## src/rtl/ftdi_fifo_responder.sv

```systemverilog
// ftdi_fifo_responder: stand-in for an FT245-style synchronous FIFO device.
// It holds two first-word-fall-through byte FIFOs:
//   RX: the host pushes bytes with a valid/ready handshake; the SNES side pops them with ft_rd_n.
//   TX: the SNES side pushes bytes with ft_wr_n; the host pops them with a valid/ready handshake.
// Ports:
//   clk, rst_n               FIFO clock, asynchronous active-low reset
//   ft_rd_n, ft_wr_n         pop strobe (RX) and push strobe (TX), level-sampled on rising clk
//   ft_oe_n, ft_data_oe      output enable for the data pins and its active-high copy
//   ft_rxf_n, ft_txe_n       RX not-empty (active low), TX not-full (active low)
//   ft_data_in, ft_data_out  byte written by the SNES side, head of the RX FIFO
//   host_rx_*                host-to-SNES byte stream (push side of RX)
//   host_tx_*                SNES-to-host byte stream (pop side of TX)
//   rx_level, tx_level       FIFO occupancy
//   err_underrun, err_overrun, clr_err  sticky strobe-error flags and their synchronous clear
module ftdi_fifo_responder #(
  parameter int unsigned DEPTH_LOG2 = 4
) (
  input  logic              clk,
  input  logic              rst_n,
  input  logic              ft_rd_n,
  input  logic              ft_wr_n,
  input  logic              ft_oe_n,
  output logic              ft_rxf_n,
  output logic              ft_txe_n,
  input  logic [7:0]        ft_data_in,
  output logic [7:0]        ft_data_out,
  output logic              ft_data_oe,
  input  logic [7:0]        host_rx_data,
  input  logic              host_rx_valid,
  output logic              host_rx_ready,
  output logic [7:0]        host_tx_data,
  output logic              host_tx_valid,
  input  logic              host_tx_ready,
  output logic [DEPTH_LOG2:0] rx_level,
  output logic [DEPTH_LOG2:0] tx_level,
  output logic              err_underrun,
  output logic              err_overrun,
  input  logic              clr_err
);

  localparam int unsigned PtrW  = DEPTH_LOG2 + 1;
  localparam int unsigned Depth = 1 << DEPTH_LOG2;
  localparam logic [PtrW-1:0] FullLvl = PtrW'(Depth);
  localparam logic [PtrW-1:0] PtrOne  = PtrW'(1);

  logic [7:0] rx_mem [Depth];
  logic [7:0] tx_mem [Depth];

  logic [PtrW-1:0] rx_wr_q, rx_rd_q, tx_wr_q, tx_rd_q;
  logic            err_underrun_q, err_overrun_q;

  logic rx_empty, rx_full, tx_empty, tx_full;
  logic rx_push, rx_pop, tx_push, tx_pop;
  logic underrun_evt, overrun_evt;

  // Extra pointer bit separates full from empty, so the level is just the pointer difference.
  always_comb begin
    rx_level = rx_wr_q - rx_rd_q;
    tx_level = tx_wr_q - tx_rd_q;
    rx_empty = (rx_level == '0);
    rx_full  = (rx_level == FullLvl);
    tx_empty = (tx_level == '0);
    tx_full  = (tx_level == FullLvl);

    // All accept decisions use pre-edge state; a concurrent pop never frees room for a push.
    rx_push      = host_rx_valid & ~rx_full;
    rx_pop       = ~ft_rd_n & ~rx_empty;
    tx_push      = ~ft_wr_n & ~tx_full;
    tx_pop       = host_tx_ready & ~tx_empty;
    underrun_evt = ~ft_rd_n & rx_empty;
    overrun_evt  = ~ft_wr_n & tx_full;
  end

  always_comb begin
    ft_rxf_n      = rx_empty;
    ft_txe_n      = tx_full;
    host_rx_ready = ~rx_full;
    host_tx_valid = ~tx_empty;
    ft_data_oe    = ~ft_oe_n;
    ft_data_out   = rx_empty ? 8'h00 : rx_mem[rx_rd_q[DEPTH_LOG2-1:0]];
    host_tx_data  = tx_empty ? 8'h00 : tx_mem[tx_rd_q[DEPTH_LOG2-1:0]];
    err_underrun  = err_underrun_q;
    err_overrun   = err_overrun_q;
  end

  // Storage carries no reset; stale contents are unreachable once the pointers are cleared.
  always_ff @(posedge clk) begin
    if (rx_push) rx_mem[rx_wr_q[DEPTH_LOG2-1:0]] <= host_rx_data;
    if (tx_push) tx_mem[tx_wr_q[DEPTH_LOG2-1:0]] <= ft_data_in;
  end

  always_ff @(posedge clk or negedge rst_n) begin
    if (!rst_n) begin
      rx_wr_q        <= '0;
      rx_rd_q        <= '0;
      tx_wr_q        <= '0;
      tx_rd_q        <= '0;
      err_underrun_q <= 1'b0;
      err_overrun_q  <= 1'b0;
    end else begin
      if (rx_push) rx_wr_q <= rx_wr_q + PtrOne;
      if (rx_pop)  rx_rd_q <= rx_rd_q + PtrOne;
      if (tx_push) tx_wr_q <= tx_wr_q + PtrOne;
      if (tx_pop)  tx_rd_q <= tx_rd_q + PtrOne;

      // A fresh error on the clearing edge takes priority over the clear.
      if (underrun_evt)  err_underrun_q <= 1'b1;
      else if (clr_err)  err_underrun_q <= 1'b0;
      if (overrun_evt)   err_overrun_q  <= 1'b1;
      else if (clr_err)  err_overrun_q  <= 1'b0;
    end
  end

endmodule

```

## config.mk

```make
export PLATFORM = sky130hd
export DESIGN_NAME = ftdi_fifo_responder
export DESIGN_NICKNAME = d
export VERILOG_FILES = /design/src/rtl/ftdi_fifo_responder.sv
export SDC_FILE = /design/constraint.sdc
export NUM_CORES = 1
export LEC_CHECK = 0
export CAP_MARGIN = 20
export CORE_MARGIN = 2
export CORE_UTILIZATION = 60
export DETAILED_ROUTE_END_ITERATION = 16
export GPL_ROUTABILITY_DRIVEN = 0
export PLACE_DENSITY = 0.85
export SYNTH_ARGS = -nofsm -noshare
export SYNTH_HDL_FRONTEND = slang
export SYNTH_SLANG_ARGS = --single-unit
```

## constraint.sdc

```tcl
create_clock -name clk -period 5 [get_ports clk]
set_clock_uncertainty 0.15 [all_clocks]
set_input_delay 1.5 -clock clk [delete_from_list [all_inputs] [get_ports clk]]
set_output_delay 1.5 -clock clk [all_outputs]
set_load 0.05 [all_outputs]
```

# [Word-level counts from Yosys, hierarchy flattened]
# Memory sizes are Yosys's and may differ from the RTL's.
# Cells that the tools add are included.
[word_totals] mem_count=2 ramBits=256 regBits=22 in_bits=24 out_inout_bits=33
[memory_table] memory="rx_mem" words=16 width=8 rd=1 rd_clocked_by_memory_dff=0 wr=1 line_no="46" source="logic [7:0] rx_mem [Depth];"
[memory_table] memory="tx_mem" words=16 width=8 rd=1 rd_clocked_by_memory_dff=0 wr=1 line_no="47" source="logic [7:0] tx_mem [Depth];"
[classes] n_eq_ne=2 bitwise_logic=13 add_sub_neg=6 n_reduce_logical=4 mux=9
[ops] cell="$add 5x1->5 const B" count=4
[ops] cell="$mux 8" count=2
[ops] cell="$eq 5x5->1 const B" count=2
[ops] cell="$logic_not 5->1" count=2
[ops] cell="$sub 5x5->5" count=2
[ops] cell="$mux 1" count=7
[ops] cell="$not 1->1" count=7
[ops] cell="$and 1x1->1" count=6
[ops] cell="$reduce_bool 2->1" count=2

# [Longest topological paths before layout]
[logic_depth] depth_word=6 depth_mapped=11

# [Worst setup path after synthesis]
# OpenSTA, ideal clock, no wires.
[synth_path] path_type="register -> output" startpoint="register tx_rd_q[2]" endpoint="output host_tx_data[0]" required_ns=3.350 stages_incl_launch_ff=11 t_arrival_ns=4.015 path_slack_ns=-0.665 path_cell_list="dfrtp_1 buf_2 buf_2 inv_1 buf_2 ha_1 xor2_1 and4b_1 o2bb2a_4 buf_2 a211oi_1"
[synth_via] elab_chain_cells=3 word_cells_on_any_way=4 classes_between="add/sub (1); mux (1); reduce/logical (1); memory (1)"
[synth_rtl] item="start: declaration" line_no="49" source="logic [PtrW-1:0] rx_wr_q, rx_rd_q, tx_wr_q, tx_rd_q;"
[synth_rtl] item="start signal: assignment" line_no="104" source="if (tx_pop) tx_rd_q <= tx_rd_q + PtrOne;"
[synth_rtl] item="$sub 5x5->5" line_no="59" source="tx_level = tx_wr_q - tx_rd_q;"
[synth_rtl] item="named net tx_level[2]" line_no="35" source="output logic [DEPTH_LOG2:0] tx_level,"
[synth_rtl] item="$logic_not 5->1" line_no="62" source="tx_empty = (tx_level == '0);"
[synth_rtl] item="$mux 8" line_no="81" source="host_tx_data = tx_empty ? 8'h00 : tx_mem[tx_rd_q[DEPTH_LOG2-1:0]];"
[synth_rtl] item="end: declaration" line_no="31" source="output logic [7:0] host_tx_data,"
# The timed path passes the listed nets, and every way through them passes these cells.

# [Worst setup path after layout]
[layout_path] startpoint="register rx_wr_q[0]" endpoint="output ft_data_out[4]"
[layout_via] elab_chain_cells=3
[layout_rtl] item="start: declaration" line_no="49"
[layout_rtl] item="start signal: assignment" line_no="101" source="if (rx_push) rx_wr_q <= rx_wr_q + PtrOne;"
[layout_rtl] item="$sub 5x5->5" line_no="58" source="rx_level = rx_wr_q - rx_rd_q;"
[layout_rtl] item="$logic_not 5->1" line_no="60" source="rx_empty = (rx_level == '0);"
[layout_rtl] item="$mux 8" line_no="80" source="ft_data_out = rx_empty ? 8'h00 : rx_mem[rx_rd_q[DEPTH_LOG2-1:0]];"
[layout_rtl] item="end: declaration" line_no="26" source="output logic [7:0] ft_data_out,"
# No other way between the ends.

==> flow_summary_export.csv <==
group,metric,value,unit
run_status,status,"completed",
clock_network,cts_hold_buffers,0,
drt,via_count,5984,
drt,first_pass_iters,7,
finish,regArea,0.008240,mm^2
clock_network,cts_buffer_depth,3,
setup_path,cp_slowest_cell,"fa_1",
floorplan,initial_core_util,60.60,%
yosys,syn_area,0.01168,mm^2
sta,max_freq,206.7,MHz
finish,drive_gt1_share,23.81,%
drt,drcViolationCount,0,
setup_path,crit_type,"flop to primary output",
yosys,synth_top_area_share,65.82,%
floorplan,dieHeight,143.5,um
finish,area_delta_synth_final,15.37,%
finish,nNetsFinal,696,
drt,drt_iter0_drc,640,
clock_network,cts.root.buffer_cell,"clkbuf_16",
setup_path,crit_family,"buffers and inverters",
yosys,synth_seq_cells,278,
finish,multiInputGateArea,0.003237,mm^2
grt,track_usage,24.76,%
floorplan,io_pins,57,
sta,slew_headroom,44.56,%
yosys,avgSynthCellArea,20.07,um^2
yosys,yosysMostFrequentCell,"edfxtp_1",
setup_path,critPathArrivalTime,3190,ps
floorplan,rows,51,
min_path,hold_class,"flop to flop",
clock_network,cts_tree,"built",
yosys,seq_area_frac_synth,70.54,%
placement,dp_hpwl,14.53,mm
yosys,yosys.area_share.xor_xnor,1.650,%
setup_path,r2r_end,"rx_mem[13][4]",
clock_network,cts_sinks,278,
setup_path,worst-path-buf-inv,4,
yosys,synthArstFlopShare,7.914,%
min_path,holdPathEnd,"rx_rd_q[4]",
yosys,synthCells,582,
sta,setup_violations,0,
grt,overflow,0,
setup_path,endpoint_kind,"primary output",
clock_network,htreeDepth,1,
setup_path,reg2reg_from,"rx_wr_q[0]",
yosys,synthSimpleGateAreaFrac,6.010,%
yosys,ys_top_cells_by_area,"edfxtp_1 (66%), mux4_2 (9.8%), mux4_1 (4.7%)",
yosys,syn_nets,626,
grt,grt_max_degree,36,
sta,tightest_slew,827.1,ps
setup_path,crit_path_cell_trace,"inv_1 -> ha_1 -> inv_1 -> fa_1 -> nor3b_2 -> nand4b_1 -> a211oi_4 -> buf_4 -> nor2b_4 -> buf_4",
grt,antenna_found_initial,0,
sta,final_max_slew_viol_count,0,
finish,finalNonFillerCells,937,
setup_path,cp.depth,10,
floorplan,die-area,0.02060,mm^2
yosys,ys_warn_count,0,
min_path,worstHoldStart,"rx_rd_q[4]",
grt,grt_first_pass_wirelength,36.78,mm
yosys,synth.mux.area_fraction,15.63,%
yosys,synthAdderAreaFrac,2.271,%
placement,numPortBuffers,56,
yosys,yosys-top-cells-count,"edfxtp_1 (256), mux4_2 (51), and3_1 (40)",
sta,period_share,96.76,%
floorplan,core,0.01927,mm^2
yosys,synth_top_family_by_area,"multiplexers",
floorplan,die_w,143.5,um
setup_path,slowest_delay,490,ps
clock_network,cts-buffers-inserted,27,
sta,timing.final.hold_violations,0,
yosys,synth_cell_types,49,
yosys,synth_ff_type,"edfxtp_1",
flow_run,cap_violations,0,
drt,wirelength,24.59,mm
yosys,synth_edf_count,256,
finish,fillers,1106,
setup_path,required,3350,ps
placement,placed_cells,886,
grt,grt_pass1_vias,5972,
setup_path,crit_fanout,6,
yosys,synth_largest_area_cell,"edfxtp_1",
sta,period_minus_slack,4838,ps
yosys,synth_compound_area_share,1.703,%
min_path,holdPathStages,1,
finish,num_antenna_cells,0,
clock_network,clkTransAtPathRegs,60,ps
sta,setup-tns-final,0,ps
setup_path,cp-start-kind,"flop",
setup_path,reg2regPathDepth,9,
drt,postRouteAntennaNets,0,
drt,viasPerCell,6.386,
setup_path,r2r_slack,1350,ps
sta,rsz0062_at_grt,"no",
clock_network,worstSkewPairLatency,530,ps
drt,wl_per_cell,26.24,um
[state kept, by name (all words and copies together) (netlist names)]
| signal | count |
|---|---|
| rx_mem | 128 |
| tx_mem | 128 |
| rx_rd_q | 5 |
| rx_wr_q | 5 |
| tx_rd_q | 5 |
| tx_wr_q | 5 |
| err_overrun | 1 |
| err_underrun | 1 |
[cells in the final DEF, fill, tap and decap left out, drive strengths merged, types with 5 or more instances in the layout]
master | netlist | layout
clkinv | 1 | 11
edfxtp | 256 | 256
a211oi | 10 | 10
ha | 18 | 18
mux4 | 72 | 72
buf | 22 | 32
nand3 | 5 | 5
clkbuf | 3 | 32
dfrtp | 22 | 22
nor2 | 9 | 9
xnor2 | 9 | 9
mux2i | 8 | 8
and3 | 40 | 40
nand2 | 20 | 20
nor2b | 13 | 13
xor2 | 13 | 13
inv | 19 | 20
clkdlybuf4s50 | 0 | 34
[layer usage]
metal / global-route usage (%) / share of wire, %
met4: 7.430 / 2.3
met2: 41.53 / 53
met1: 34.53 / 38
met5: 0 / 0
met3: 3.499 / 6.7
[how the worst max path moves through the flow]
stage | slack [ps] | endpoint | from
after global placement | 600 | ft_data_oe | ft_oe_n
after CTS | 100 | host_tx_data[4] | tx_rd_q[3]
final | 160 | ft_data_out[4] | rx_wr_q[0]
after detailed placement | 620 | ft_data_oe | ft_oe_n
after floorplan | 70 | host_tx_data[0] | tx_rd_q[2]
after global routing | 20 | ft_data_out[0] | rx_wr_q[0]
[final cells by class]
class | instances | share of cell area, %
sequential | 278 | 61.16
multi-input combinational | 259 | 24.02
tap | 265 | 2.461
timing repair buffer | 66 | 5.479
inverter | 20 | 0.5572
clock buffer | 32 | 5.228
clock inverter | 17 | 1.096
[repair_timing]
item | in CTS | in global routing
endpoints found under the setup margin | 0 | 10
buffers inserted | 0 | 0
gates resized for setup | 0 | 2
[logic make-up after synthesis]
group                      count (synthesis)
AOI/OAI and AO/OA                         22
xor gates and xnor gates                  22
adders and majority gates                 20
buffers and inverters                     45
DFF                                      278
muxes                                     84
and+or+nand+nor                          111
[stage by stage]
| step | util (%) | cell area (um^2) | hold slack (ps) | setup WS, ps |
|---|---|---|---|---|
| 2_1_floorplan | - | 11730 | 311.7 | 72.60 |
| 3_3_place_gp | 65.29 | 12580 | 328.4 | 598.8 |
| 3_5_place_dp | 65.29 | 12580 | 332.6 | 615.4 |
| 4_1_cts | 69.71 | 13430 | 361.9 | 104.9 |
| 5_1_grt | 69.92 | 13470 | 362.4 | 22.54 |
| 6_report | 69.92 | 13470 | 356.4 | 162.1 |
Power is left out: the tool's default activity adds up to more than one toggle a clock period on the data nets, which glitch-free logic cannot reach.
